<file path="config.mk">
export PLATFORM = sky130hd
export DESIGN_NAME = cursor_addr_counter
export DESIGN_NICKNAME = d
export VERILOG_FILES = /design/src/rtl/cursor_addr_counter.sv
export SDC_FILE = /design/constraint.sdc
export NUM_CORES = 1
export LEC_CHECK = 0
export CORE_UTILIZATION = 61
export CTS_CLUSTER_SIZE = 16
export DETAILED_ROUTE_END_ITERATION = 16
export GPL_ROUTABILITY_DRIVEN = 0
export PLACE_DENSITY = 0.91
export SETUP_SLACK_MARGIN = 0.05
export SYNTH_ARGS = -nofsm -noshare
export SYNTH_HDL_FRONTEND = slang
export SYNTH_SLANG_ARGS = --single-unit
</file>
<file path="constraint.sdc">
create_clock -name clk -period 4.05 [get_ports clk]
set_input_delay 0.6075 -clock clk [delete_from_list [all_inputs] [get_ports clk]]
set_output_delay 0.6075 -clock clk [all_outputs]
set_load 0.03 [all_outputs]
</file>
<file path="src/rtl/cursor_addr_counter.sv">
// Address/cursor counter stepped by debounced inc/dec button levels, with
// wrap or saturate at the ends, parallel load and hold-to-auto-repeat.
module cursor_addr_counter #(
  parameter int WIDTH         = 4,
  parameter int MAX_VAL       = 8,
  parameter int WRAP          = 1,
  parameter int HOLD_CYCLES   = 25_000_000,
  parameter int REPEAT_CYCLES = 5_000_000,
  parameter int REPEAT_EN     = 1
) (
  input  logic             clk,
  input  logic             rst,
  input  logic             clr,
  input  logic             en,
  input  logic             btn_inc,
  input  logic             btn_dec,
  input  logic             load,
  input  logic [WIDTH-1:0] load_val,
  output logic [WIDTH-1:0] addr,
  output logic             wrap_pulse,
  output logic             at_min,
  output logic             at_max
);

  localparam int CNT_MAX = (HOLD_CYCLES > REPEAT_CYCLES) ? HOLD_CYCLES : REPEAT_CYCLES;
  localparam int CNT_W   = $clog2(CNT_MAX + 1);

  localparam logic [WIDTH-1:0] MAX_ADDR  = WIDTH'(MAX_VAL);
  localparam logic [CNT_W-1:0] HOLD_LAST = CNT_W'(HOLD_CYCLES);
  localparam logic [CNT_W-1:0] REP_LAST  = CNT_W'(REPEAT_CYCLES - 1);

  typedef enum logic [1:0] {
    S_IDLE,
    S_HOLD,
    S_REPEAT
  } state_t;

  state_t           state_q, state_d;
  logic [WIDTH-1:0] addr_q, addr_d;
  logic             wrap_q, wrap_d;
  logic             prev_inc_q, prev_dec_q;
  logic             dir_up_q, dir_up_d;
  logic [CNT_W-1:0] rep_cnt_q, rep_cnt_d;

  logic             rise_inc, rise_dec, single_rise, held_ok;
  logic             do_step, step_up;
  logic [WIDTH-1:0] step_addr;
  logic             step_wrap;

  assign rise_inc    = btn_inc & ~prev_inc_q;
  assign rise_dec    = btn_dec & ~prev_dec_q;
  assign single_rise = rise_inc ^ rise_dec;
  // The held direction is only valid while its button alone is pressed.
  assign held_ok     = dir_up_q ? (btn_inc & ~btn_dec) : (btn_dec & ~btn_inc);

  always_comb begin
    state_d   = state_q;
    dir_up_d  = dir_up_q;
    rep_cnt_d = rep_cnt_q;
    do_step   = 1'b0;
    step_up   = dir_up_q;
    if (clr || load || !en || (rise_inc && rise_dec)) begin
      state_d   = S_IDLE;
      rep_cnt_d = '0;
    end else if (single_rise) begin
      do_step   = 1'b1;
      step_up   = rise_inc;
      dir_up_d  = rise_inc;
      rep_cnt_d = '0;
      state_d   = ((REPEAT_EN != 0) && !(btn_inc && btn_dec)) ? S_HOLD : S_IDLE;
    end else begin
      case (state_q)
        S_HOLD: begin
          if (!held_ok) begin
            state_d   = S_IDLE;
            rep_cnt_d = '0;
          end else if (rep_cnt_q == HOLD_LAST) begin
            do_step   = 1'b1;
            state_d   = S_REPEAT;
            rep_cnt_d = '0;
          end else begin
            rep_cnt_d = rep_cnt_q + CNT_W'(1);
          end
        end
        S_REPEAT: begin
          if (!held_ok) begin
            state_d   = S_IDLE;
            rep_cnt_d = '0;
          end else if (rep_cnt_q == REP_LAST) begin
            do_step   = 1'b1;
            rep_cnt_d = '0;
          end else begin
            rep_cnt_d = rep_cnt_q + CNT_W'(1);
          end
        end
        default: begin
          state_d   = S_IDLE;
          rep_cnt_d = '0;
        end
      endcase
    end
  end

  always_comb begin
    step_addr = addr_q;
    step_wrap = 1'b0;
    if (step_up) begin
      if (addr_q == MAX_ADDR) begin
        if (WRAP != 0) begin
          step_addr = '0;
          step_wrap = 1'b1;
        end
      end else begin
        step_addr = addr_q + WIDTH'(1);
      end
    end else begin
      if (addr_q == '0) begin
        if (WRAP != 0) begin
          step_addr = MAX_ADDR;
          step_wrap = 1'b1;
        end
      end else begin
        step_addr = addr_q - WIDTH'(1);
      end
    end
  end

  always_comb begin
    addr_d = addr_q;
    wrap_d = 1'b0;
    if (clr) begin
      addr_d = '0;
    end else if (load) begin
      addr_d = (load_val > MAX_ADDR) ? MAX_ADDR : load_val;
    end else if (do_step) begin
      addr_d = step_addr;
      wrap_d = step_wrap;
    end
  end

  // Edge registers track the buttons in every non-reset cycle so that a
  // button held across clr, load or en=0 never produces a late step.
  always_ff @(posedge clk) begin
    if (rst) begin
      state_q    <= S_IDLE;
      addr_q     <= '0;
      wrap_q     <= 1'b0;
      prev_inc_q <= 1'b0;
      prev_dec_q <= 1'b0;
      dir_up_q   <= 1'b0;
      rep_cnt_q  <= '0;
    end else begin
      state_q    <= state_d;
      addr_q     <= addr_d;
      wrap_q     <= wrap_d;
      prev_inc_q <= btn_inc;
      prev_dec_q <= btn_dec;
      dir_up_q   <= dir_up_d;
      rep_cnt_q  <= rep_cnt_d;
    end
  end

  assign addr       = addr_q;
  assign wrap_pulse = wrap_q;
  assign at_min     = (addr_q == '0);
  assign at_max     = (addr_q == MAX_ADDR);

endmodule

</file>
# [Word level (Yosys, flattened, before mapping)]
# Cells that the tools add are included.
[totals] elab_cells=71 regBits=35 out_inout_bits=7 input_bits=11
[op_classes] n_eq_ne=7 addsub=3 bitwise_logic=10 magnitude_cmp=1 reduce_logical=13 mux=30
[op_table] operator="25-bit two-way mux" n=4
[op_table] operator="25-bit case mux with 2 select lines" n=1
[op_table] operator="25-bit by 1-bit adder with 25-bit output (second input constant)" n=1
[op_table] operator="25-bit by 23-bit equality test with 1-bit output (second input constant)" n=1
[op_table] operator="25-bit equality test (second input constant)" n=1
[op_table] operator="4-bit two-way mux" n=6
[op_table] operator="1-bit two-way mux" n=13
[op_table] operator="2-bit two-way mux" n=4
[op_table] operator="1-bit inverter" n=5
[op_table] operator="4-bit by 1-bit adder with 4-bit output (second input constant)" n=1
[op_table] operator="1-bit AND" n=4
[op_table] operator="4-bit equality test (second input constant)" n=1
[op_table] operator="4-bit greater-than comparator (second input constant)" n=1
[op_table] operator="4-bit zero test" n=1
[op_table] operator="4-bit inequality test (second input constant)" n=1
[op_table] operator="2-bit case mux with 2 select lines" n=1
[op_table] operator="2-bit OR reduction" n=2
[op_table] operator="4-bit OR reduction" n=1
[op_table] operator="4-bit by 1-bit subtractor with 4-bit output (second input constant)" n=1
[op_table] operator="1-bit logical OR" n=3
[op_table] operator="3-bit inequality test (second input constant)" n=1
[op_table] operator="3-bit OR reduction" n=1
[op_table] operator="2-bit by 1-bit equality test with 1-bit output (second input constant)" n=1
[op_table] operator="2-bit equality test (second input constant)" n=1
[op_table] operator="other kinds (6)" n=7

# [Logic depth before layout (Yosys ltp)]
[depth] ltp_word=9 mapped_depth=9 ltp_nobuf=8

# [Worst setup path after synthesis]
# OpenSTA, ideal clock, no wires.
[synth_path] path_kind="input -> register" start="input btn_inc" end="register addr_q[3], in the netlist addr[3]" required_time_ns=3.962 cell_stages=7 setup_slack_ns=1.649 t_arrival_ns=2.313 setup_ns=0.088 path_buffers=0 path_cell_list="and2b_1 -> ha_1 -> nor4b_2 -> or3b_4 -> a22oi_4 -> o311ai_1 -> o32ai_2"
[synth_between] elab_chain_cells=8 elab_cells_between_ends=19 cone_classes="11 x mux; 5 x bitwise; 3 x reduce/logical"
[synth_rtl] element="start, declared" line_no="15" text="input logic btn_inc,"
[synth_rtl] element="1-bit inverter" line_no="54" text="assign held_ok = dir_up_q ? (btn_inc & ~btn_dec) : (btn_dec & ~btn_inc);"
[synth_rtl] element="1-bit AND" line_no="54"
[synth_rtl] element="1-bit two-way mux" line_no="54"
[synth_rtl] element="1-bit two-way mux (on tied branches)" line_no="86, 74"
[synth_rtl] element="1-bit case mux with 2 select lines" line_no="72" text="case (state_q)"
[synth_rtl] element="1-bit two-way mux" line_no="65" text="end else if (single_rise) begin"
[synth_rtl] element="1-bit two-way mux" line_no="62" text="if (clr || load || !en || (rise_inc && rise_dec)) begin"
[synth_rtl] element="2-bit nonzero test (no line)"
[synth_rtl] element="end signal, assigned" line_no="154" text="addr_q <= addr_d;"
[synth_rtl] element="end, declared" line_no="39" text="logic [WIDTH-1:0] addr_q, addr_d;"
# Parallel ways exist; a longest one is shown, timed or not. The select of a mux whose other input is x is not followed.
# A chain may end at the register's enable or synchronous reset.

# [Worst setup path in the final report]
[layout_path] start="input btn_inc" end="register rep_cnt_q[22]"
[layout_between] elab_chain_cells=5 elab_cells_between_ends=12 cone_classes="4 x mux; 5 x bitwise; 3 x reduce/logical"
[layout_rtl] element="1-bit inverter" line_no="54"
[layout_rtl] element="1-bit AND" line_no="54"
[layout_rtl] element="1-bit two-way mux" line_no="54"
[layout_rtl] element="25-bit two-way mux (on tied branches)" line_no="86, 74"
[layout_rtl] element="25-bit case mux with 2 select lines" line_no="72"
[layout_rtl] element="end signal, assigned" line_no="159" text="rep_cnt_q <= rep_cnt_d;"
[layout_rtl] element="end, declared" line_no="43" text="logic [CNT_W-1:0] rep_cnt_q, rep_cnt_d;"
# Parallel ways exist; a longest one is shown, timed or not.

==> run summary <==
mux contribution to synthesized area - 2.68%
post-synthesis compound-gate area fraction - 9.69%
Logic pwr share - 10.6%
Max Cap Violations - 0
Ys Warns - 0
Post-Place Setup Slack - 898 ps
GRT Residual Overflow - 0
min Tclk post-route - 2850 ps
worst slew pin tran - 776 ps
EDFF count, synth - 0
Buffers on Ports - 17
ANT nets after route - 0
CP max stage cell - nand2_1
vias in the first global route - 1,528
fmax - 0.351 GHz
Post-Synth XOR/XNOR Area - 10.7%
Leakage Power - 0.000749 uW
Primary FF master, synth - dfxtp_1
power density over cell area - 262 mW/mm^2
io pins - 18
setup clock skew after layout - 7.47 ps
cell-internal power - 438 uW
fillers - 244
post-synthesis instance area - 0.00196 sq mm
Post-synth top cells - 44 x nor2_1, 35 x dfxtp_1, 20 x nand2_1
first-pass GRT wire length - 6.33 mm
die width - 58.7 um
main combinational cell family by area after synthesis - simple AND/OR/NAND/NOR gates
data required time of the critical path - 4310 ps
P&R area growth vs syn - 12.5%
relative slew slack - 48.1%
via count - 1,696
count leader, synth - nor2_1
TritonCTS clock tree - yes
final wirelength - 3.91 mm
crit path max fanout - 24
Critical Path AT - 3110 ps
final setup fails - 0
share of cells above drive strength 1 - 5.53%
asr flop ratio synth - 0%
final std cells w/o fill - 297
Post-Synth Simple-Gate Area - 33.4%
core area - 0.00305 sq mm
sw power - 141 uW
Vert. Die Dim - 58.7 um
post-synthesis sequential area ratio - 35.7%
Final WS setup - 1200 ps
Synth area leader - dfxtp_1
Tcrit/Tclk final - 70.3%
clk buf depth - 2
Net Sw Frac - 24.4%
slowest stage delay, CP - 550 ps
syn_nets - 251
Seq cells post-synth - 35
Mapped Cells - 233
CP Cell Sequence - clkdlybuf4s50_1, and2b_1, ha_1, nor4b_2, nand2b_1, nor4_1, nand2_1, nor2_1
CP startpoint kind - input port
final core utilization - 72.3%
placed insts - 291
Crit Path Class - input port to flop
worst-skew pair later-pin latency - 340 ps
post-detail-place hpwl - 2.96 mm
all-layer global routing usage - 24.5%
ranking of synthesized cells by area - dfxtp_1 36%, nor2_1 8.4%, xnor2_1 6.3%
CTS buffer count - 5
# DRC - 0
postcts setup bufs - 0
htree depth - 2
final hold vios - 0
Worst-path clk slew - 90 ps
TNS Setup - 0 ps
# diodes - 0
wire per inst - 13.2 um
DR vias/cell - 5.71
First DRT Iteration DRCs - 94
largest net degree at the start of global routing - 25
Resize count post-CTS - 0
Sequential Power Share - 60.6%
CTS Root Buffer Type - clkbuf_4
cts hold-fix bufs - 0
final net count - 272
adder-cell share of the synthesized area - 4.46%
Synth top area share - 35.7%
Netlist cell types - 46
die area - 0.00345 sq mm
RSZ-0062 raised after global routing - no
clock sink count - 35
Initial Util - 64.3%
Max Slew Vio Count - 0
VDD IR-drop max - 131 uV
row cnt - 20
status - completed
Hold Path Class - flop to flop
Pre-antenna DRT Iters - 4
clock network fraction of total power - 28.8%
Tot Pwr - 579 uW
Mean Syn Cell Area - 8.42 sq um
Worst setup EP type - flop
initial antenna violation count - 0
layout make-up:
type                            count  area [sq um]  area share, %
Sequential cell                    35           701           31.7
Clock buffer                        6          41.3           1.87
Tap cell                           44          55.1           2.49
Inverter                           12          45.0           2.04
Multi-Input combinational cell    183          1190           54.1
Timing Repair Buffer               17           170           7.71
stage by stage:
step	hold slack, ps	instance area (sq um)
3_3_place_gp	480	2170
6_report	509	2210
2_1_floorplan	449	1960
4_1_cts	516	2210
5_1_grt	546	2210
3_5_place_dp	496	2170
power by group through the flow:
stage	sequential (uW)	clock, uW	combinational [uW]
5_1_grt	351	189	66.5
4_1_cts	351	171	61.0
6_report	351	167	61.2
2_1_floorplan	360	0	34.9
3_3_place_gp	359	0	59.8
3_5_place_dp	358	0	60.8
layout by cell type (no fill, tap or decap), types with 2 or more instances in the layout:
master	count
nand3_1	9
or4_1	3
nor3_1	3
and3_1	6
clkdlybuf4s50_1	17
nand4b_1	2
nand2b_1	4
nand4_1	6
dfxtp_1	35
ha_1	7
o21ai_0	4
nor2_1	44
and2_1	2
and4_1	5
clkbuf_4	5
nor4b_1	3
nand2_1	20
a31oi_1	3
mux2i_1	3
nor4_1	6
xnor2_1	14
a21oi_1	3
inv_1	12
xor2_1	10
o21a_1	2
nor2b_1	4
state kept, by name, indices dropped and copies added (netlist names):
signal      count
state_q         2
prev_dec_q      1
rep_cnt_q      25
prev_inc_q      1
dir_up_q        1
addr            4
wrap_pulse      1
critical path, delay by kind of cell:
family | cells | cell delay [ps]
adders and majority gates | 1 | 230
buffers and inverters | 1 | 470
and+or+nand+nor | 6 | 1800
routing by layer:
metal | wire length, um | track usage (%) | vias up
met5 | 0 | 0 | -
met3 | 180 | 7.69 | 9
met1 | 1890 | 29.5 | 788
met2 | 1750 | 40.2 | 41
met4 | 85 | 10.5 | 0
li1 | - | - | 858
worst paths after layout:
check | from | cells past startpoint | endpoint | slack, ps
max | btn_inc | 8 | rep_cnt_q[22] | 1200
max reg2reg | rep_cnt_q[7] | 6 | rep_cnt_q[22] | 1620
min reg2reg | rep_cnt_q[0] | 1 | rep_cnt_q[0] | 510
min | rep_cnt_q[0] | 1 | rep_cnt_q[0] | 510
cell families after synthesis:
kind of cell,count (synthesis)
buffers and inverters,15
adder cells (fa/ha/maj),7
XOR/XNOR,24
flip-flops,35
AND/OR/NAND/NOR,125
AO/OA/AOI/OAI,23
multiplexers,4
Note: power is estimated with default switching activity, not from simulation.
